==> src/rtl/cov_erode.sv <==
// cov_erode: 3x3 binary erosion on the binarized VGA pixel stream.
//
// A centre pixel stays foreground (12'hfff) only when all nine pixels of its
// 3x3 neighbourhood are foreground. This strips isolated speckle before the
// dilation stage closes gaps.
//
// Ports
//   vga_clk        pixel clock (only clock)
//   rst_n          asynchronous active-low reset
//   pixel_x/y      raster coordinates of the incoming sample
//   erzhihua_data  binarized pixel; foreground when bits [23:16] are non-zero
//   erode_out      12'hfff for an eroded foreground centre, else 12'h000
//   erode_valid    erode_out carries a computed window result
//   erode_x/y      coordinates of the window centre for erode_out
//
// The result for sample (x,y) appears one clock later and describes centre
// (x-1,y-1). Frame-border centres are never marked valid.
module cov_erode #(
    parameter int H_ACTIVE = 640,
    parameter int V_ACTIVE = 480
) (
    input  logic        vga_clk,
    input  logic        rst_n,
    input  logic [9:0]  pixel_x,
    input  logic [9:0]  pixel_y,
    input  logic [23:0] erzhihua_data,
    output logic [11:0] erode_out,
    output logic        erode_valid,
    output logic [9:0]  erode_x,
    output logic [9:0]  erode_y
);
    localparam int         AW    = (H_ACTIVE > 1) ? $clog2(H_ACTIVE) : 1;
    localparam logic [9:0] H_LIM = 10'(H_ACTIVE);
    localparam logic [9:0] V_LIM = 10'(V_ACTIVE);

    logic          active;
    logic [AW-1:0] idx;
    logic          cur;
    logic          line_start;
    logic          win_ok;
    logic          hit;
    logic [2:0]    col;      // {row y-2, row y-1, row y} at column x
    logic [2:0]    c1, c2;   // same rows at columns x-1 and x-2
    logic [2:0]    c1_eff, c2_eff;
    logic          frame_ok;
    logic          unused_low;

    // Line buffers hold the two previous rows; they are deliberately not
    // reset, frame_ok keeps stale contents out of any valid result.
    logic [H_ACTIVE-1:0] lb0;   // row y-1
    logic [H_ACTIVE-1:0] lb1;   // row y-2

    assign unused_low = ^erzhihua_data[15:0];

    assign active     = (pixel_x < H_LIM) && (pixel_y < V_LIM);
    assign idx        = pixel_x[AW-1:0];
    assign cur        = |erzhihua_data[23:16];
    assign line_start = (pixel_x == 10'd0);

    assign col = {lb1[idx], lb0[idx], cur};

    // At the start of a line the left-hand columns belong to the previous
    // line, so force them to background instead of wrapping.
    assign c1_eff = line_start ? 3'b000 : c1;
    assign c2_eff = line_start ? 3'b000 : c2;

    assign hit    = &{col, c1_eff, c2_eff};
    assign win_ok = active && (pixel_x >= 10'd2) && (pixel_y >= 10'd2) && frame_ok;

    // Read-before-write: col above sees the old contents this cycle.
    always_ff @(posedge vga_clk) begin
        if (active) begin
            lb1[idx] <= lb0[idx];
            lb0[idx] <= cur;
        end
    end

    always_ff @(posedge vga_clk or negedge rst_n) begin
        if (!rst_n) begin
            c1       <= 3'b000;
            c2       <= 3'b000;
            frame_ok <= 1'b0;
        end else if (active) begin
            c1 <= col;
            c2 <= c1_eff;
            if (line_start && (pixel_y == 10'd0))
                frame_ok <= 1'b1;
        end
    end

    always_ff @(posedge vga_clk or negedge rst_n) begin
        if (!rst_n) begin
            erode_out   <= 12'h000;
            erode_valid <= 1'b0;
            erode_x     <= 10'd0;
            erode_y     <= 10'd0;
        end else begin
            erode_valid <= win_ok;
            erode_out   <= (win_ok && hit) ? 12'hfff : 12'h000;
            // Centre coordinates only move with a real result; they hold
            // through blanking and border samples.
            if (win_ok) begin
                erode_x <= pixel_x - 10'd1;
                erode_y <= pixel_y - 10'd1;
            end
        end
    end
endmodule

==> config.mk <==
export PLATFORM = sky130hd
export DESIGN_NAME = cov_erode
export DESIGN_NICKNAME = d
export VERILOG_FILES = /design/src/rtl/cov_erode.sv
export SDC_FILE = /design/constraint.sdc
export NUM_CORES = 1
export LEC_CHECK = 0
export BUFFER_PORTS_ARGS = -buffer_cell sky130_fd_sc_hd__buf_2
export CAP_MARGIN = 10
export CORE_AREA = 2 2 362 256
export DETAILED_ROUTE_END_ITERATION = 16
export DIE_AREA = 0 0 364 258
export GPL_ROUTABILITY_DRIVEN = 0
export PLACE_DENSITY = 0.79
export SLEW_MARGIN = 5
export SYNTH_ARGS = -nofsm -noshare
export SYNTH_HDL_FRONTEND = slang
export SYNTH_SLANG_ARGS = --single-unit
==> constraint.sdc <==
create_clock -name vga_clk -period 23.2 [get_ports vga_clk]
set_clock_uncertainty 0.1 [all_clocks]
set_input_delay 1.16 -clock vga_clk [delete_from_list [all_inputs] [get_ports vga_clk]]
set_output_delay 1.16 -clock vga_clk [all_outputs]
set_load 0.02 [all_outputs]
# Word level (Yosys, flattened, before mapping)
# Index checks and enable logic that the tools add are counted.
[totals]
ff_bits = 1320
inputBits = 46
output_inout_bits = 33
[classes]
n_addsub = 2
n_lt_le_gt_ge = 6
n_mux = 11
n_reduce_logical = 12
[ops]
columns = ["operator", "n"]
rows = [
  ["$bwmux 640", 2],
  ["$bmux 1 s10", 2],
  ["$ge 10x2->1 const B", 2],
  ["$logic_not 10->1", 2],
  ["$sub 10x1->10 const B", 2],
  ["$mux 12", 1],
  ["$lt 10x11->1 const B", 1],
  ["$demux 1 s10", 1],
  ["$ge 10x1->1 const B", 1],
  ["$lt 10x10->1 const B", 1],
  ["$lt 10x9->1 const B", 1],
  ["$reduce_and 9->1", 1],
  ["$reduce_or 8->1", 1],
  ["$logic_and 1x1->1", 7],
  ["$mux 3", 2],
  ["$mux 1", 3],
  ["$reduce_and 2->1", 1],
]

# Depth between registers and ports, before layout
# Gate-level depths: netlist of run 1.
[logic_depth]
depth_word = 7
depth_mapped = 14
ltp_nobuf = 8

# Worst setup path before layout of run 1
# OpenSTA, ideal clock, no wires.
[synth_path]
path_kind = "input -> register"
start = "input port pixel_x[0]"
end = "register lb1[0], data pin"
setup_ps = 3340
arrival_time_ps = 18404
t_required_ps = 19760
path_slack_ps = 1356
stages = 12
n_path_buf = 6
path_cell_list = "buf_6 -> buf_12 -> buf_12 -> buf_8 -> buf_6 -> clkbuf_4 -> mux2i_1 -> o41ai_1 -> nor4_1 -> a311oi_1 -> a211oi_1 -> o21ai_1"
[synth_via]
word_cells_on_any_way = 8
classes_between = "order compare: 2; mux: 5; reduce/logical: 1"
[synth_lines]
columns = ["item", "line", "rtl"]
rows = [
  ["from (decl)", "24", "input logic [9:0] pixel_x,"],
  ["$bmux 1 s10", "n/a", ""],
  ["$mux 1", "n/a", ""],
  ["via col[1]", "42", "logic [2:0] col;"],
  ["$bwmux 640", "73", "lb1[idx] <= lb0[idx];"],
  ["to (signal, indexed assignment)", "73", ""],
  ["to (decl)", "51", "logic [H_ACTIVE-1:0] lb1;"],
]
# The timed path passes the listed nets, and every way through them passes these cells. The select of a mux whose other input is x is not followed.
# A chain may end at the register's enable or synchronous reset.

# Final worst setup path of run 1
[layout_path]
start = "input port pixel_x[0]"
end = "register lb1[307], data pin"
# The elaborated chain is that of the path after synthesis.

==> impl_metrics.ini, run 1 <==
[run_status]
status = finished, violations left
violations = max-slew violations

[synthesis]
yosysTopAreaCellShare_pct = 71.3
avgSynthCellArea_um2 = 16.8
ys_top_cells_by_area = edfxtp_1, mux4_2, nor2_1
syn-num-nets = 3252
synth_cell_types = 68
synth_edf_count = 1280
yosysWarnings = 0
synth-seq-area-share_pct = 72.7
ys_ff_latch = 1309
synth_flop_cell = edfxtp_1
synth_area_um2 = 53900
synth_common_cells = edfxtp_1, nor2_1, mux4_2
yosys.area.top_type = edfxtp_1
postSynthCellCount = 3200
yosysMostFrequentCell = edfxtp_1
async_flop_share_pct = 2.22

[floorplan]
die_x_um = 364
io_pins = 79
core_um2 = 90900
die_area_um2 = 93900
die_height_um = 258
initial_core_util_pct = 59.3
num_rows = 93

[cts]
cts_tree = built
hold_buffers = 0
cts_resized = 0
root_buffer = clkbuf_16
h-tree-depth = 3
cts_buffers = 116
cts_setup_buffers = 0
path_clk_slew_ns = 0.06
cts.path.max_buffers = 3
clk_latency_ns = 0.75
clkSinkCount = 1309

[worst_setup_path]
crit_type = in2reg
critical_path.max_stage_delay_ns = 0.92
cp-start-kind = input pin
critPathArrivalTime_ns = 8.18
crit_buf_inv = 8
cp_top_family = buffers and inverters
worst_setup_path_end_kind = flip-flop
path_max_fanout = 131
worstPathCellList = buf_8 > buf_4 > buf_4 > buf_4 > mux4_2 > mux2i_1 > o21ai_1 > o21ai_0 > a211oi_1 > a31oi_1 > o21ai_4 > buf_12 > buf_4 > buf_4 > buf_16
critPathSlowestCell = buf_4
cpMostUsedCell = buf_4
cp.required_ns = 23.59

[placed_design]
postPlaceCellArea_um2 = 55000
portBuffers = 62
dp_hpwl_um = 83600

[power_and_ir_drop]
ir_drop_uv = 70.8
total_power_mw = 4.69
p_leak_nw = 19.0
p_seq_share_pct = 55.3
p_comb_share_pct = 4.1
clkPwrFrac_pct = 40.6
p_int_mw = 3.69
power_density_nw_per_um2 = 79.6
p_sw_uw = 999
p_sw_share_pct = 21.3

[sta]
final.min_clock_period_ns = 7.80
hold_viol_final = 0
rsz0062_at_grt = no
fmaxAchievable_mhz = 128
finalSetupViolCount = 0
hold_slack_ns = 0.346
drv_slew = 126
finalSetupTns_ns = 0
timing.final.crit_share_pct = 33.6
max_slew_margin_pct = -2.41
tightest_slew_ns = 1.54

[grt]
grt_pass1_wl_um = 207000
grt_pass1_vias = 30500
overflow = 0
antenna_found_initial = 3
grt_usage_pct = 30.9
grt_max_degree = 323

[final_layout]
n_antenna_cell = 0
drive_gt1_share_pct = 18.2
syn_to_final_growth_pct = 9.18
final_area_um2 = 58800
nets = 3247
finish.utilization_pct = 64.7

[routing]
drtPass1Iterations = 6
num_vias = 30900
wl_per_cell_um = 31.8
postRouteWirelength_um = 144000
drt_iter0_markers = 5486
ant_nets = 0
routed_via_density = 6.84
drc = 0

[hold_path]
hold_path.class = in2async

[flow_run]
max_cap_viol_count = 0
cell families (layout without fill, tap and decap cells):
family                   Yosys count  count (layout)  share of synthesized area, %
multiplexers                     435             435                          14.3
flip-flops                      1309            1309                          72.7
AO/OA/AOI/OAI                    229             229                          2.90
AND/OR/NAND/NOR                  922             922                          7.06
adder cells (fa/ha/maj)            6               6                         0.139
buffers and inverters            284             372                          2.72
XOR/XNOR                          15              15                         0.244
layout make-up:
cell class	count	area (µm²)
inverters	13	48.8
multi-input cells	1607	13300
flip-flops and latches	1309	39200
well taps	1235	1550
fillers	5994	32100
repair buffers	148	1110
clock inverters	70	588
clock buffers	141	3080
layout by cell type (no fill, tap or decap), types with 23 or more instances in the layout:
cell | Yosys | layout
edfxtp_1 | 1280 | 1280
nor2_1 | 685 | 685
mux4_2 | 265 | 265
mux2i_1 | 163 | 163
clkbuf_16 | 0 | 120
nand2_1 | 120 | 119
buf_4 | 43 | 77
buf_2 | 36 | 60
a22oi_1 | 45 | 45
o21ai_0 | 45 | 45
o22ai_1 | 43 | 43
clkinv_1 | 0 | 30
dfrtp_1 | 29 | 29
clkinv_2 | 0 | 23
state kept, by name, indices dropped and copies added (netlist names):
| name | flops |
|---|---|
| lb0 | 640 |
| lb1 | 640 |
| erode_x | 10 |
| erode_y | 10 |
| c1 | 3 |
| c2 | 3 |
| erode_out | 1 |
| erode_valid | 1 |
| frame_ok | 1 |
worst paths after layout:
check / start / endpoint / slack (ns) / cells after the start
setup reg to reg: lb0[139] / lb1[307] / 17.82 / 11
min in group vga_clk: erode_y[2] / erode_y[2] / 0.39 / 2
max in group asynchronous: rst_n / erode_x[6] / 22.23 / 1
hold reg to reg: erode_y[2] / erode_y[2] / 0.39 / 2
hold / removal: rst_n / erode_y[3] / 0.35 / 1
setup / recovery: pixel_x[0] / lb1[307] / 15.40 / 15
layer usage:
metal | routed length [µm] | vias up | global-route usage [%] | share of wire, %
met5 | 27 | - | 0 | 0.019
met1 | 50200 | 15500 | 43.2 | 35
met2 | 62300 | 2573 | 44.4 | 43
met3 | 23100 | 483 | 10.2 | 16
li1 | - | 12400 | - | -
met4 | 8340 | 4 | 14.7 | 5.8
stage by stage:
stage	instances	setup slack (ns)
final	4523	15.40
after global routing	4523	14.88
after CTS	4516	14.65
after detailed placement	4305	13.89
after global placement	4305	14.24
after floorplan	3200	1.36
power by group through the flow:
stage | Clock (mW) | Sequential [mW] | Combinational [mW]
detailed placement | 0 | 2.64 | 0.185
global placement | 0 | 2.64 | 0.180
CTS | 1.91 | 2.59 | 0.185
finish | 1.90 | 2.59 | 0.194
floorplan | 0 | 2.68 | 0.119
global route | 1.99 | 2.59 | 0.199
No activity file was read; power rests on OpenSTA's default activity.
==> inputs of run 2 (changes only) <==
--- a/config.mk
+++ b/config.mk
@@ -7,9 +7,9 @@
 export LEC_CHECK = 0
 export BUFFER_PORTS_ARGS = -buffer_cell sky130_fd_sc_hd__buf_2
 export CAP_MARGIN = 10
-export CORE_AREA = 2 2 362 256
+export CORE_AREA = 2 2 371 263
 export DETAILED_ROUTE_END_ITERATION = 16
-export DIE_AREA = 0 0 364 258
+export DIE_AREA = 0 0 373 265
 export GPL_ROUTABILITY_DRIVEN = 0
 export PLACE_DENSITY = 0.79
 export SLEW_MARGIN = 5
==> constraint.sdc (replaced) <==
create_clock -name vga_clk -period 6.75 [get_ports vga_clk]
set_clock_uncertainty 0.1 [all_clocks]
set_input_delay 0.3375 -clock vga_clk [delete_from_list [all_inputs] [get_ports vga_clk]]
set_output_delay 0.3375 -clock vga_clk [all_outputs]
set_load 0.02 [all_outputs]
==> impl_metrics.ini, run 2 (synthesis gave the netlist of run 1 again) <==
[sta]
final.min_clock_period_ns = 4.51
finalSetupViolCount = 0
tightest_slew_ns = 1.30
rsz0062_at_grt = no
hold_viol_final = 0
drv_slew = 0
hold_slack_ns = 0.0876
finalWorstSetupSlack_ns = 2.24
fmaxAchievable_mhz = 222
max_slew_margin_pct = 13.2
timing.final.crit_share_pct = 66.8

[final_layout]
drive_gt1_share_pct = 18.8
syn_to_final_growth_pct = 10.3
largestRegisters = lb0 (640), lb1 (640)
fillCellCount = 6421
final_cell_mix = edfxtp_1, nor2_1, mux4_2, mux2i_1, nand2_1
nets = 3287
fin_cells = 4593
layout_commonest_cell = edfxtp_1

[flow_run]
max_cap_viol_count = 0

[grt]
grt_busiest_layer = met2
gr-usage-met1_pct = 42.5
met2_usage_pct = 42.5
grt_max_degree = 228
overflow = 0
grt_pass1_vias = 30500
grt.met3_usage_pct = 11.4
grt_pass1_wl_um = 212000
antenna_found_initial = 4
grt_usage_pct = 29.9

[cts]
cts_resized = 0
cts.path.max_buffers = 3
hold_buffers = 19
path_clk_slew_ns = 0.07
cts_buffers = 111
clkSinkCount = 1309
cts_setup_buffers = 0
clk_latency_ns = 0.74
h-tree-depth = 3
cts_tree = built
root_buffer = clkbuf_16

[routing]
wl_per_cell_um = 32.1
num_vias = 31400
postRouteWirelength_um = 147000
drt_iter0_markers = 5650
drc = 0
ant_nets = 0
drtPass1Iterations = 7
routed_via_density = 6.84

[power_and_ir_drop]
p_leak_nw = 19.2
power_density_nw_per_um2 = 271
total_power_mw = 16.1
ir_drop_uv = 231

[placed_design]
pre_cts_ws_ns = 1.57
dp_hpwl_um = 86400
dp_cells = 4357
portBuffers = 62

[floorplan]
io_pins = 79
num_rows = 95
initial_core_util_pct = 56.6
die_area_um2 = 98800
die_height_um = 265
die_x_um = 373
core_um2 = 95200

[worst_setup_path]
r2r-start = lb0[510]
worst_setup_path_end_kind = flip-flop
path_max_fanout = 67
timing.rr.end = c1[1]
cp.required_ns = 7.16
cp-start-kind = input pin
critPathArrivalTime_ns = 4.92
crit_type = in2reg
r2r_slack_ns = 2.92
reg2reg_depth = 10

[run_status]
status = completed

[hold_path]
hold_path.class = in2async
-- run 2: metrics by stage --
stage / TNS (ns) / instance area (µm²) / utilization (%)
floorplan: -1399.69 / 54000 / -
global placement: 0 / 55400 / 58.2
detailed placement: 0 / 55400 / 58.2
CTS: 0 / 59300 / 62.2
global route: 0 / 59400 / 62.4
finish: 0 / 59400 / 62.4
-- run 2: worst max-delay path by stage --
stage | slack [ns] | to | startpoint | cells after the start
finish | 2.24 | lb1[202] | pixel_x[3] | 11
global route | 2.27 | lb1[237] | pixel_x[3] | 11
CTS | 2.31 | lb1[237] | pixel_x[3] | 11
detailed placement | 1.57 | lb1[179] | pixel_x[3] | 11
global placement | 1.63 | lb1[179] | pixel_x[3] | 11
floorplan | -2.18 | lb1[0] | pixel_x[0] | 12
-- run 2: cell type report --
| type | instances | area, µm² | area share, % |
|---|---|---|---|
| tap | 1261 | 1580 | 2.65 |
| sequential | 1309 | 39200 | 65.9 |
| clock inverter | 68 | 663 | 1.12 |
| timing repair buffer | 193 | 1710 | 2.87 |
| antenna | 3 | 7.51 | 0.0126 |
| clock buffer | 139 | 2960 | 4.97 |
| inverter | 13 | 48.8 | 0.0821 |
| multi-input combinational | 1607 | 13300 | 22.4 |
-- run 2: power breakdown --
group	total, mW	switching (mW)	internal (mW)
clock	6.50	2.94	3.57
sequential	8.90	0.00404	8.89
combinational	0.716	0.497	0.219
-- run 2: layer usage --
layer	wire length, µm	vias up
met2	63200	2716
met1	52600	15800
met5	90	-
met4	6400	6
met3	25000	448
li1	-	12400
-- run 2: worst max-delay path, stage by stage --
cell and delay (ns):
buf_2 0.66, buf_4 0.39, and3_1 0.82, a221oi_1 0.23, o21ai_0 0.17, o221ai_1 0.35, o22ai_1 0.34, o31ai_2 0.13
o21ai_4 0.60, buf_12 0.40, buf_4 0.37
